## config.mk

```make
export PLATFORM = sky130hd
export DESIGN_NAME = dfe_stage_monitor_flat
export DESIGN_NICKNAME = d
export VERILOG_FILES = /design/src/rtl/dfe_stage_monitor_if.sv /design/src/rtl/dfe_stage_monitor.sv /design/src/flat_wrapper.sv
export SDC_FILE = /design/constraint.sdc
export NUM_CORES = 1
export LEC_CHECK = 0
export ABC_CLOCK_PERIOD_IN_PS = 3100
export CORE_UTILIZATION = 50
export CTS_BUF_LIST = sky130_fd_sc_hd__clkbuf_4
export CTS_CLUSTER_SIZE = 16
export DETAILED_ROUTE_END_ITERATION = 8
export PLACE_DENSITY = 0.7
export SYNTH_ARGS = -nofsm -noshare
export SYNTH_HDL_FRONTEND = slang
export SYNTH_SLANG_ARGS = --single-unit
```

## constraint.sdc

```tcl
create_clock -name clk -period 3.1 [get_ports clk]
set_input_delay 0.465 -clock clk [delete_from_list [all_inputs] [get_ports clk]]
set_output_delay 0.465 -clock clk [all_outputs]
set_load 0.03 [all_outputs]
```

## src/rtl/dfe_stage_monitor_if.sv

```systemverilog
// Stage bus and capture read-out port between the DFE chain and its monitor.
// The master drives the per-stage samples, flags and read requests.
// The slave, which is the monitor, returns the popped capture samples.
interface dfe_stage_monitor_if #(
   parameter int DATA_WIDTH = 16,
   parameter int NUM_STAGES = 4
);
   logic [NUM_STAGES*DATA_WIDTH-1:0] stage_data;
   logic [NUM_STAGES-1:0]            stage_valid;
   logic [NUM_STAGES-1:0]            stage_ovf;
   logic [NUM_STAGES-1:0]            stage_unf;
   logic                             rd_en;
   logic [DATA_WIDTH-1:0]            rd_data;
   logic                             rd_valid;

   modport master (
      output stage_data, stage_valid, stage_ovf, stage_unf, rd_en,
      input  rd_data, rd_valid
   );

   modport slave (
      input  stage_data, stage_valid, stage_ovf, stage_unf, rd_en,
      output rd_data, rd_valid
   );
endinterface

```

## src/rtl/dfe_stage_monitor.sv

```systemverilog
// Observation and capture block for an N-stage DFE chain.
// It provides a registered monitor mux, per-stage sticky ovf/unf flags and a saturating sample
// counter on the selected stage. A triggered capture buffer is drained by software once the
// capture has completed.
module dfe_stage_monitor #(
   parameter  int DATA_WIDTH = 16,
   parameter  int NUM_STAGES = 4,
   parameter  int CAP_DEPTH  = 64,
   parameter  int CNT_WIDTH  = 16,
   localparam int SEL_W      = $clog2(NUM_STAGES + 1),
   localparam int LEN_W      = $clog2(CAP_DEPTH) + 1
) (
   input  logic                  clk,
   input  logic                  rst,
   dfe_stage_monitor_if.slave    bus,
   input  logic [SEL_W-1:0]      cfg_sel,
   input  logic                  cap_arm,
   input  logic                  cap_trig_mode,
   input  logic [LEN_W-1:0]      cap_len,
   input  logic                  clr_sticky,
   output logic [DATA_WIDTH-1:0] mon_data,
   output logic                  mon_valid,
   output logic                  mon_ovf,
   output logic                  mon_unf,
   output logic [NUM_STAGES-1:0] sticky_ovf,
   output logic [NUM_STAGES-1:0] sticky_unf,
   output logic [CNT_WIDTH-1:0]  sample_cnt,
   output logic [1:0]            cap_state,
   output logic [LEN_W-1:0]      cap_count,
   output logic [DATA_WIDTH-1:0] rd_data,
   output logic                  rd_valid
);
   localparam int PTR_W = $clog2(CAP_DEPTH);

   typedef enum logic [1:0] {
      ST_IDLE    = 2'b00,
      ST_ARMED   = 2'b01,
      ST_CAPTURE = 2'b10,
      ST_DONE    = 2'b11
   } cap_state_t;

   // selected-stage view (combinational, registered below)
   logic [DATA_WIDTH-1:0] sel_data_s;
   logic                  sel_valid_s;
   logic                  sel_ovf_s;
   logic                  sel_unf_s;
   logic [SEL_W-1:0]      sel_prev_r;
   logic                  sel_change_s;

   // monitor and status registers
   logic [DATA_WIDTH-1:0] mon_data_r;
   logic                  mon_valid_r;
   logic                  mon_ovf_r;
   logic                  mon_unf_r;
   logic [NUM_STAGES-1:0] sticky_ovf_r;
   logic [NUM_STAGES-1:0] sticky_unf_r;
   logic [CNT_WIDTH-1:0]  sample_cnt_r;

   // capture control
   cap_state_t            state_r, state_nx;
   logic [LEN_W-1:0]      count_r, count_nx, count_inc_s;
   logic [LEN_W-1:0]      len_r, len_nx, eff_len_s;
   logic                  mode_r, mode_nx;
   logic [PTR_W-1:0]      wr_ptr_r, wr_ptr_nx;
   logic [PTR_W-1:0]      rd_ptr_r, rd_ptr_nx;
   logic                  wr_en_s;
   logic                  rd_fire_s;
   logic [DATA_WIDTH-1:0] rd_data_r;
   logic                  rd_valid_r;

   logic [DATA_WIDTH-1:0] mem_r [CAP_DEPTH];

   assign sel_change_s = (cfg_sel != sel_prev_r);
   assign count_inc_s  = count_r + LEN_W'(1);
   // A length of zero, or one larger than the buffer, means "fill the whole buffer".
   assign eff_len_s    = ((cap_len == LEN_W'(0)) || (cap_len > LEN_W'(CAP_DEPTH)))
                         ? LEN_W'(CAP_DEPTH) : cap_len;

   // Pick the stage addressed by cfg_sel; codes 0 and above NUM_STAGES select nothing.
   always_comb begin
      sel_data_s  = '0;
      sel_valid_s = 1'b0;
      sel_ovf_s   = 1'b0;
      sel_unf_s   = 1'b0;
      for (int k = 0; k < NUM_STAGES; k++) begin
         if (cfg_sel == SEL_W'(k + 1)) begin
            sel_data_s  = bus.stage_data[k*DATA_WIDTH +: DATA_WIDTH];
            sel_valid_s = bus.stage_valid[k];
            sel_ovf_s   = bus.stage_ovf[k];
            sel_unf_s   = bus.stage_unf[k];
         end else begin
            sel_valid_s = sel_valid_s;
         end
      end
   end

   // Register the monitor path and remember the selector to detect changes.
   always_ff @(posedge clk or posedge rst) begin
      if (rst) begin
         mon_data_r  <= '0;
         mon_valid_r <= 1'b0;
         mon_ovf_r   <= 1'b0;
         mon_unf_r   <= 1'b0;
         sel_prev_r  <= '0;
      end else begin
         mon_data_r  <= sel_data_s;
         mon_valid_r <= sel_valid_s;
         mon_ovf_r   <= sel_ovf_s;
         mon_unf_r   <= sel_unf_s;
         sel_prev_r  <= cfg_sel;
      end
   end

   // Sticky flags: a set arriving with the clear survives it.
   always_ff @(posedge clk or posedge rst) begin
      if (rst) begin
         sticky_ovf_r <= '0;
         sticky_unf_r <= '0;
      end else if (clr_sticky) begin
         sticky_ovf_r <= bus.stage_ovf;
         sticky_unf_r <= bus.stage_unf;
      end else begin
         sticky_ovf_r <= sticky_ovf_r | bus.stage_ovf;
         sticky_unf_r <= sticky_unf_r | bus.stage_unf;
      end
   end

   // Count registered valids on the selected stage; restart whenever the selection moves.
   always_ff @(posedge clk or posedge rst) begin
      if (rst) begin
         sample_cnt_r <= '0;
      end else if (sel_change_s) begin
         sample_cnt_r <= '0;
      end else if (mon_valid_r && (sample_cnt_r != {CNT_WIDTH{1'b1}})) begin
         sample_cnt_r <= sample_cnt_r + CNT_WIDTH'(1);
      end else begin
         sample_cnt_r <= sample_cnt_r;
      end
   end

   // Capture FSM next-state: arming, triggering, filling, draining and aborting.
   always_comb begin
      state_nx  = state_r;
      count_nx  = count_r;
      len_nx    = len_r;
      mode_nx   = mode_r;
      wr_ptr_nx = wr_ptr_r;
      rd_ptr_nx = rd_ptr_r;
      wr_en_s   = 1'b0;
      rd_fire_s = 1'b0;
      case (state_r)
         ST_IDLE: begin
            if (cap_arm) begin
               state_nx  = ST_ARMED;
               count_nx  = '0;
               wr_ptr_nx = '0;
               rd_ptr_nx = '0;
               len_nx    = eff_len_s;
               mode_nx   = cap_trig_mode;
            end else begin
               state_nx = ST_IDLE;
            end
         end
         ST_ARMED: begin
            if (sel_change_s) begin
               state_nx = ST_IDLE;
               count_nx = '0;
            end else if (!mode_r) begin
               state_nx = ST_CAPTURE;
            end else if (mon_ovf_r || mon_unf_r) begin
               // the triggering sample itself becomes sample 0 when it is valid
               state_nx = ST_CAPTURE;
               wr_en_s  = mon_valid_r;
            end else begin
               state_nx = ST_ARMED;
            end
         end
         ST_CAPTURE: begin
            if (sel_change_s) begin
               state_nx = ST_IDLE;
               count_nx = '0;
            end else begin
               wr_en_s = mon_valid_r;
            end
         end
         ST_DONE: begin
            if (cap_arm) begin
               state_nx  = ST_ARMED;
               count_nx  = '0;
               wr_ptr_nx = '0;
               rd_ptr_nx = '0;
               len_nx    = eff_len_s;
               mode_nx   = cap_trig_mode;
            end else if (bus.rd_en && (count_r != LEN_W'(0))) begin
               rd_fire_s = 1'b1;
               rd_ptr_nx = rd_ptr_r + PTR_W'(1);
               count_nx  = count_r - LEN_W'(1);
               state_nx  = (count_r == LEN_W'(1)) ? ST_IDLE : ST_DONE;
            end else begin
               state_nx = ST_DONE;
            end
         end
         default: begin
            state_nx = ST_IDLE;
            count_nx = '0;
         end
      endcase
      // Shared bookkeeping for a buffer write; the final write lands with the move to DONE.
      if (wr_en_s) begin
         wr_ptr_nx = wr_ptr_r + PTR_W'(1);
         count_nx  = count_inc_s;
         state_nx  = (count_inc_s == len_r) ? ST_DONE : ST_CAPTURE;
      end else begin
         wr_ptr_nx = wr_ptr_nx;
      end
   end

   // Capture FSM state, pointers and read-out registers.
   always_ff @(posedge clk or posedge rst) begin
      if (rst) begin
         state_r    <= ST_IDLE;
         count_r    <= '0;
         len_r      <= '0;
         mode_r     <= 1'b0;
         wr_ptr_r   <= '0;
         rd_ptr_r   <= '0;
         rd_valid_r <= 1'b0;
         rd_data_r  <= '0;
      end else begin
         state_r    <= state_nx;
         count_r    <= count_nx;
         len_r      <= len_nx;
         mode_r     <= mode_nx;
         wr_ptr_r   <= wr_ptr_nx;
         rd_ptr_r   <= rd_ptr_nx;
         rd_valid_r <= rd_fire_s;
         if (rd_fire_s) begin
            rd_data_r <= mem_r[rd_ptr_r];
         end
      end
   end

   // Capture memory write port; contents are not reset, the count marks what is valid.
   always_ff @(posedge clk) begin
      if (wr_en_s) begin
         mem_r[wr_ptr_r] <= mon_data_r;
      end
   end

   assign mon_data     = mon_data_r;
   assign mon_valid    = mon_valid_r;
   assign mon_ovf      = mon_ovf_r;
   assign mon_unf      = mon_unf_r;
   assign sticky_ovf   = sticky_ovf_r;
   assign sticky_unf   = sticky_unf_r;
   assign sample_cnt   = sample_cnt_r;
   assign cap_state    = state_r;
   assign cap_count    = count_r;
   assign rd_data      = rd_data_r;
   assign rd_valid     = rd_valid_r;
   assign bus.rd_data  = rd_data_r;
   assign bus.rd_valid = rd_valid_r;

endmodule

```

## src/flat_wrapper.sv

```systemverilog
// flat-port wrapper written by rule: the top's interface ports become plain ports
module dfe_stage_monitor_flat 
#(
   parameter  int DATA_WIDTH = 16,
   parameter  int NUM_STAGES = 4,
   parameter  int CAP_DEPTH  = 64,
   parameter  int CNT_WIDTH  = 16,
   localparam int SEL_W      = $clog2(NUM_STAGES + 1),
   localparam int LEN_W      = $clog2(CAP_DEPTH) + 1
)
  (clk, rst, cfg_sel, cap_arm, cap_trig_mode, cap_len, clr_sticky, mon_data, mon_valid, mon_ovf, mon_unf, sticky_ovf, sticky_unf, sample_cnt, cap_state, cap_count, rd_data, rd_valid, bus_stage_data, bus_stage_valid, bus_stage_ovf, bus_stage_unf, bus_rd_en, bus_rd_data, bus_rd_valid);
  dfe_stage_monitor_if #(.DATA_WIDTH(DATA_WIDTH), .NUM_STAGES(NUM_STAGES)) bus_i ();
  input  logic clk;
  input  logic rst;
  input  logic [SEL_W-1:0] cfg_sel;
  input  logic cap_arm;
  input  logic cap_trig_mode;
  input  logic [LEN_W-1:0] cap_len;
  input  logic clr_sticky;
  output logic [DATA_WIDTH-1:0] mon_data;
  output logic mon_valid;
  output logic mon_ovf;
  output logic mon_unf;
  output logic [NUM_STAGES-1:0] sticky_ovf;
  output logic [NUM_STAGES-1:0] sticky_unf;
  output logic [CNT_WIDTH-1:0] sample_cnt;
  output logic [1:0] cap_state;
  output logic [LEN_W-1:0] cap_count;
  output logic [DATA_WIDTH-1:0] rd_data;
  output logic rd_valid;
  input wire logic [$bits(bus_i.stage_data)-1:0] bus_stage_data;
  input wire logic [$bits(bus_i.stage_valid)-1:0] bus_stage_valid;
  input wire logic [$bits(bus_i.stage_ovf)-1:0] bus_stage_ovf;
  input wire logic [$bits(bus_i.stage_unf)-1:0] bus_stage_unf;
  input wire logic [$bits(bus_i.rd_en)-1:0] bus_rd_en;
  output wire logic [$bits(bus_i.rd_data)-1:0] bus_rd_data;
  output wire logic [$bits(bus_i.rd_valid)-1:0] bus_rd_valid;
  assign bus_i.stage_data = bus_stage_data;
  assign bus_i.stage_valid = bus_stage_valid;
  assign bus_i.stage_ovf = bus_stage_ovf;
  assign bus_i.stage_unf = bus_stage_unf;
  assign bus_i.rd_en = bus_rd_en;
  assign bus_rd_data = bus_i.rd_data;
  assign bus_rd_valid = bus_i.rd_valid;
  dfe_stage_monitor #(.DATA_WIDTH(DATA_WIDTH), .NUM_STAGES(NUM_STAGES), .CAP_DEPTH(CAP_DEPTH), .CNT_WIDTH(CNT_WIDTH)) u_core (.clk(clk), .rst(rst), .bus(bus_i), .cfg_sel(cfg_sel), .cap_arm(cap_arm), .cap_trig_mode(cap_trig_mode), .cap_len(cap_len), .clr_sticky(clr_sticky), .mon_data(mon_data), .mon_valid(mon_valid), .mon_ovf(mon_ovf), .mon_unf(mon_unf), .sticky_ovf(sticky_ovf), .sticky_unf(sticky_unf), .sample_cnt(sample_cnt), .cap_state(cap_state), .cap_count(cap_count), .rd_data(rd_data), .rd_valid(rd_valid));
endmodule
```

==> flow_metrics.tcl <==
set metrics [dict create \
    status "finished, final reports clean" \
    synthXorXnorAreaFrac 0.00436 \
    min_period_ns 3.01 \
    combPwrFrac 0.046 \
    synthFlopType "edfxtp_1" \
    overflow 0 \
    ioPinCount 178 \
    power.share.switching 0.223 \
    finalNetCount 3077 \
    stdcell_count 4336 \
    use_met3 0.0492 \
    endpoint_kind "output port" \
    cts-root-buf "clkbuf_4" \
    fp.dieH_um 299 \
    grt_util_met2 0.408 \
    cp-start-kind "register" \
    cp_num_buf_inv 1 \
    power.density_nw_per_um2 580 \
    clock_latency_ns 1.18 \
    grt_max_degree 102 \
    clock_skew_ns 0.110 \
    power.switching_mw 6.85 \
    hp-class "in -> reg" \
    whs_ns 0.0827 \
    critPathRequiredTime_ns 2.63 \
    netlist_top_cells_area "edfxtp_1 (70%), mux4_2 (6.7%), dfrtp_1 (5.2%)" \
    ir_drop_v 0.000316 \
    dp.cells 3778 \
    drtAntennaViolNets 0 \
    top_usage_layer "met2" \
    clk_pin_slew_worst_paths_ns 0.07 \
    worst-setup-path-type "reg -> out" \
    syn_inst 2421 \
    antenna_found_initial 5 \
    yosysMostFrequentCell "edfxtp_1" \
    port_buffers 177 \
    ys_seq_area_frac 0.748 \
    avgSynthCellArea_um2 18.2 \
    timing_hold_violations_final 0 \
    synth_top_cell_by_area "edfxtp_1" \
    max-cap-violations 0 \
    drt-wirelength-per-cell_um 26.6 \
    synth-simple-area-share 0.0390 \
    num-fill-cells 6278 \
    routabilityCongestion 0.941 \
    synthAdderAreaFrac 0.00340 \
    dpl.hpwl_um 73500 \
    cp_max_fo 11 \
    rsz0062_at_grt "no" \
    synth_nets 2525 \
    layout-drive-gt1-share 0.268 \
    arrival_ns 2.55 \
    clock-sinks 1116 \
    crit_chain "clkdlybuf4s50_1" \
    via_count 25960 \
    die_x_um 299 \
    slew_headroom 0.246 \
    tightest_slew_ns 1.13 \
    synth_edf_count 1024 \
    core-area_um2 87200 \
    areaGrowthSynthToFinish_pct 19.8 \
    drc_errors 0 \
    grt_use_met1 0.351 \
    async_flop_share 0.0824 \
    dr.first_iter.drc_count 2739 \
    grt_pass1_vias 26101 \
    drv_slew 0 \
    fmax_mhz 332 \
    cts_tree "done" \
    power_mw 30.7 \
    synth.top_cell.area_share 0.696 \
    p_int_mw 23.9 \
    max_stage_delay_ns 0.76 \
    pwr-share-seq 0.546 \
    numCtsBuffers 296 \
    cpMaxStageDelayCell "clkdlybuf4s50_1" \
    synth-seq-cells 1116 \
    finalCritPeriodShare 0.971 \
    synth_top_family_by_area "multiplexers" \
    first_pass_iters 5 \
    synth_area_um2 44200 \
    wl_um 115000 \
    cp_top_family "buffers and inverters" \
    initial_core_util 0.507 \
    grt_pass1_wl_um 167000 \
    row_count 108 \
    yosysWarnings 0 \
    htreeDepth 5 \
    clockBufferDepth 4 \
    muxShareOfSynthArea 0.131 \
    synth_compound_area_frac 0.0553 \
    viasPerCell 5.99 \
    synth.cells.most_frequent "edfxtp_1 (1024), mux2i_1 (213), mux4_2 (131)" \
    setup_viol 0 \
    cts_resized 0 \
    dieArea_um2 89500 \
    grt_usage 0.259 \
    yosys.cell_types.count 61 \
    leakagePower_nw 18.0 \
    clkPwrFrac 0.408 \
]
-- cells by family after synthesis --
| kind of cell | after synthesis |
|---|---|
| DFF | 1116 |
| muxes | 407 |
| AOI/OAI and AO/OA | 358 |
| and+or+nand+nor | 332 |
| buffers and inverters | 174 |
| xor gates and xnor gates | 22 |
| adders and majority gates | 12 |
-- path summary, 6_finish.rpt --
check                                      from                     end  slack [ns]  depth (start not counted)
min                          bus_stage_data[18]      u_core.mon_data[2]        0.08                          3
max                          u_core.mon_data[6]             mon_data[6]        0.09                          1
max reg2reg                  u_core.rd_ptr_r[0]  u_core.bus.rd_data[11]        0.19                          8
min reg2reg                u_core.sticky_ovf[1]    u_core.sticky_ovf[1]        0.49                          1
min in group asynchronous                   rst    u_core.sticky_unf[2]        0.41                          3
max in group asynchronous                   rst         u_core.len_r[4]        1.89                          4
-- cells in the final DEF, fill, tap and decap left out, drive strengths merged, types with 13 or more instances in the layout --
| master | Yosys | routed |
|---|---|---|
| mux2 | 63 | 63 |
| nor3 | 20 | 20 |
| mux2i | 213 | 213 |
| clkbuf | 56 | 398 |
| clkdlybuf4s50 | 0 | 177 |
| dfrtp | 92 | 92 |
| a211oi | 33 | 33 |
| clkinv | 0 | 89 |
| or4 | 20 | 20 |
| o22ai | 129 | 129 |
| nand4 | 13 | 13 |
| nand2 | 49 | 49 |
| mux4 | 131 | 131 |
| inv | 16 | 20 |
| a21oi | 28 | 28 |
| nor2b | 38 | 38 |
| o211ai | 19 | 19 |
| a2111oi | 30 | 30 |
| buf | 102 | 183 |
| edfxtp | 1024 | 1024 |
| o21ai | 32 | 32 |
| dlygate4sd3 | 0 | 52 |
| nor2 | 108 | 108 |
| nand3 | 21 | 21 |
| a22oi | 49 | 49 |
-- power by group through the flow --
stage	Clock (mW)	Combinational, mW	Sequential [mW]
2_1_floorplan	0	0.426	17.2
3_3_place_gp	0	1.31	17.1
3_5_place_dp	0	1.35	17.1
4_1_cts	12.7	1.41	16.8
5_1_grt	13.5	1.50	16.8
6_report	12.5	1.41	16.8
-- metal layers --
metal	wire (um)	share of wire	vias to the layer above
met2	55600	0.48	1553
met4	4300	0.037	2
li1	-	-	11127
met3	10700	0.092	229
met1	44800	0.39	13049
met5	13	0.00011	-
-- state kept, by name, indices dropped and copies added, names as in the netlist, 6 cells and up --
register	cells
u_core.rd_ptr_r	6
u_core.bus.rd_data	16
u_core.mem_r	1024
u_core.mon_data	16
u_core.len_r	7
u_core.sample_cnt	16
u_core.wr_ptr_r	6
u_core.cap_count	7
-- what timing repair did --
item                      4_1_cts  5_1_grt
buffers inserted                0        0
hold buffers                   52        0
hold endpoints to repair       90        0
-- final cells by class --
type,count,area [um^2],share of cell area
flip-flops and latches,1116,33100,0.625
multi-input cells,1131,10300,0.195
repair buffers,412,4320,0.0816
clock buffers,398,2990,0.0565
well taps,1155,1450,0.0273
clock inverters,104,659,0.0125
inverters,16,62.6,0.00118
diodes,4,10.0,0.000189
-- metrics by stage --
stage / setup slack, ns / TNS (ns) / cell area [um^2] / utilization
after floorplan: -0.247 / -70.81 / 44200 / -
after global routing: 0.0159 / 0 / 52900 / 0.607
after global placement: -0.0821 / -7.64 / 48700 / 0.559
after CTS: 0.00982 / 0 / 52900 / 0.607
after detailed placement: -0.104 / -12.13 / 48700 / 0.559
final: 0.0886 / 0 / 52900 / 0.607
(Power assumes the default switching activity.)
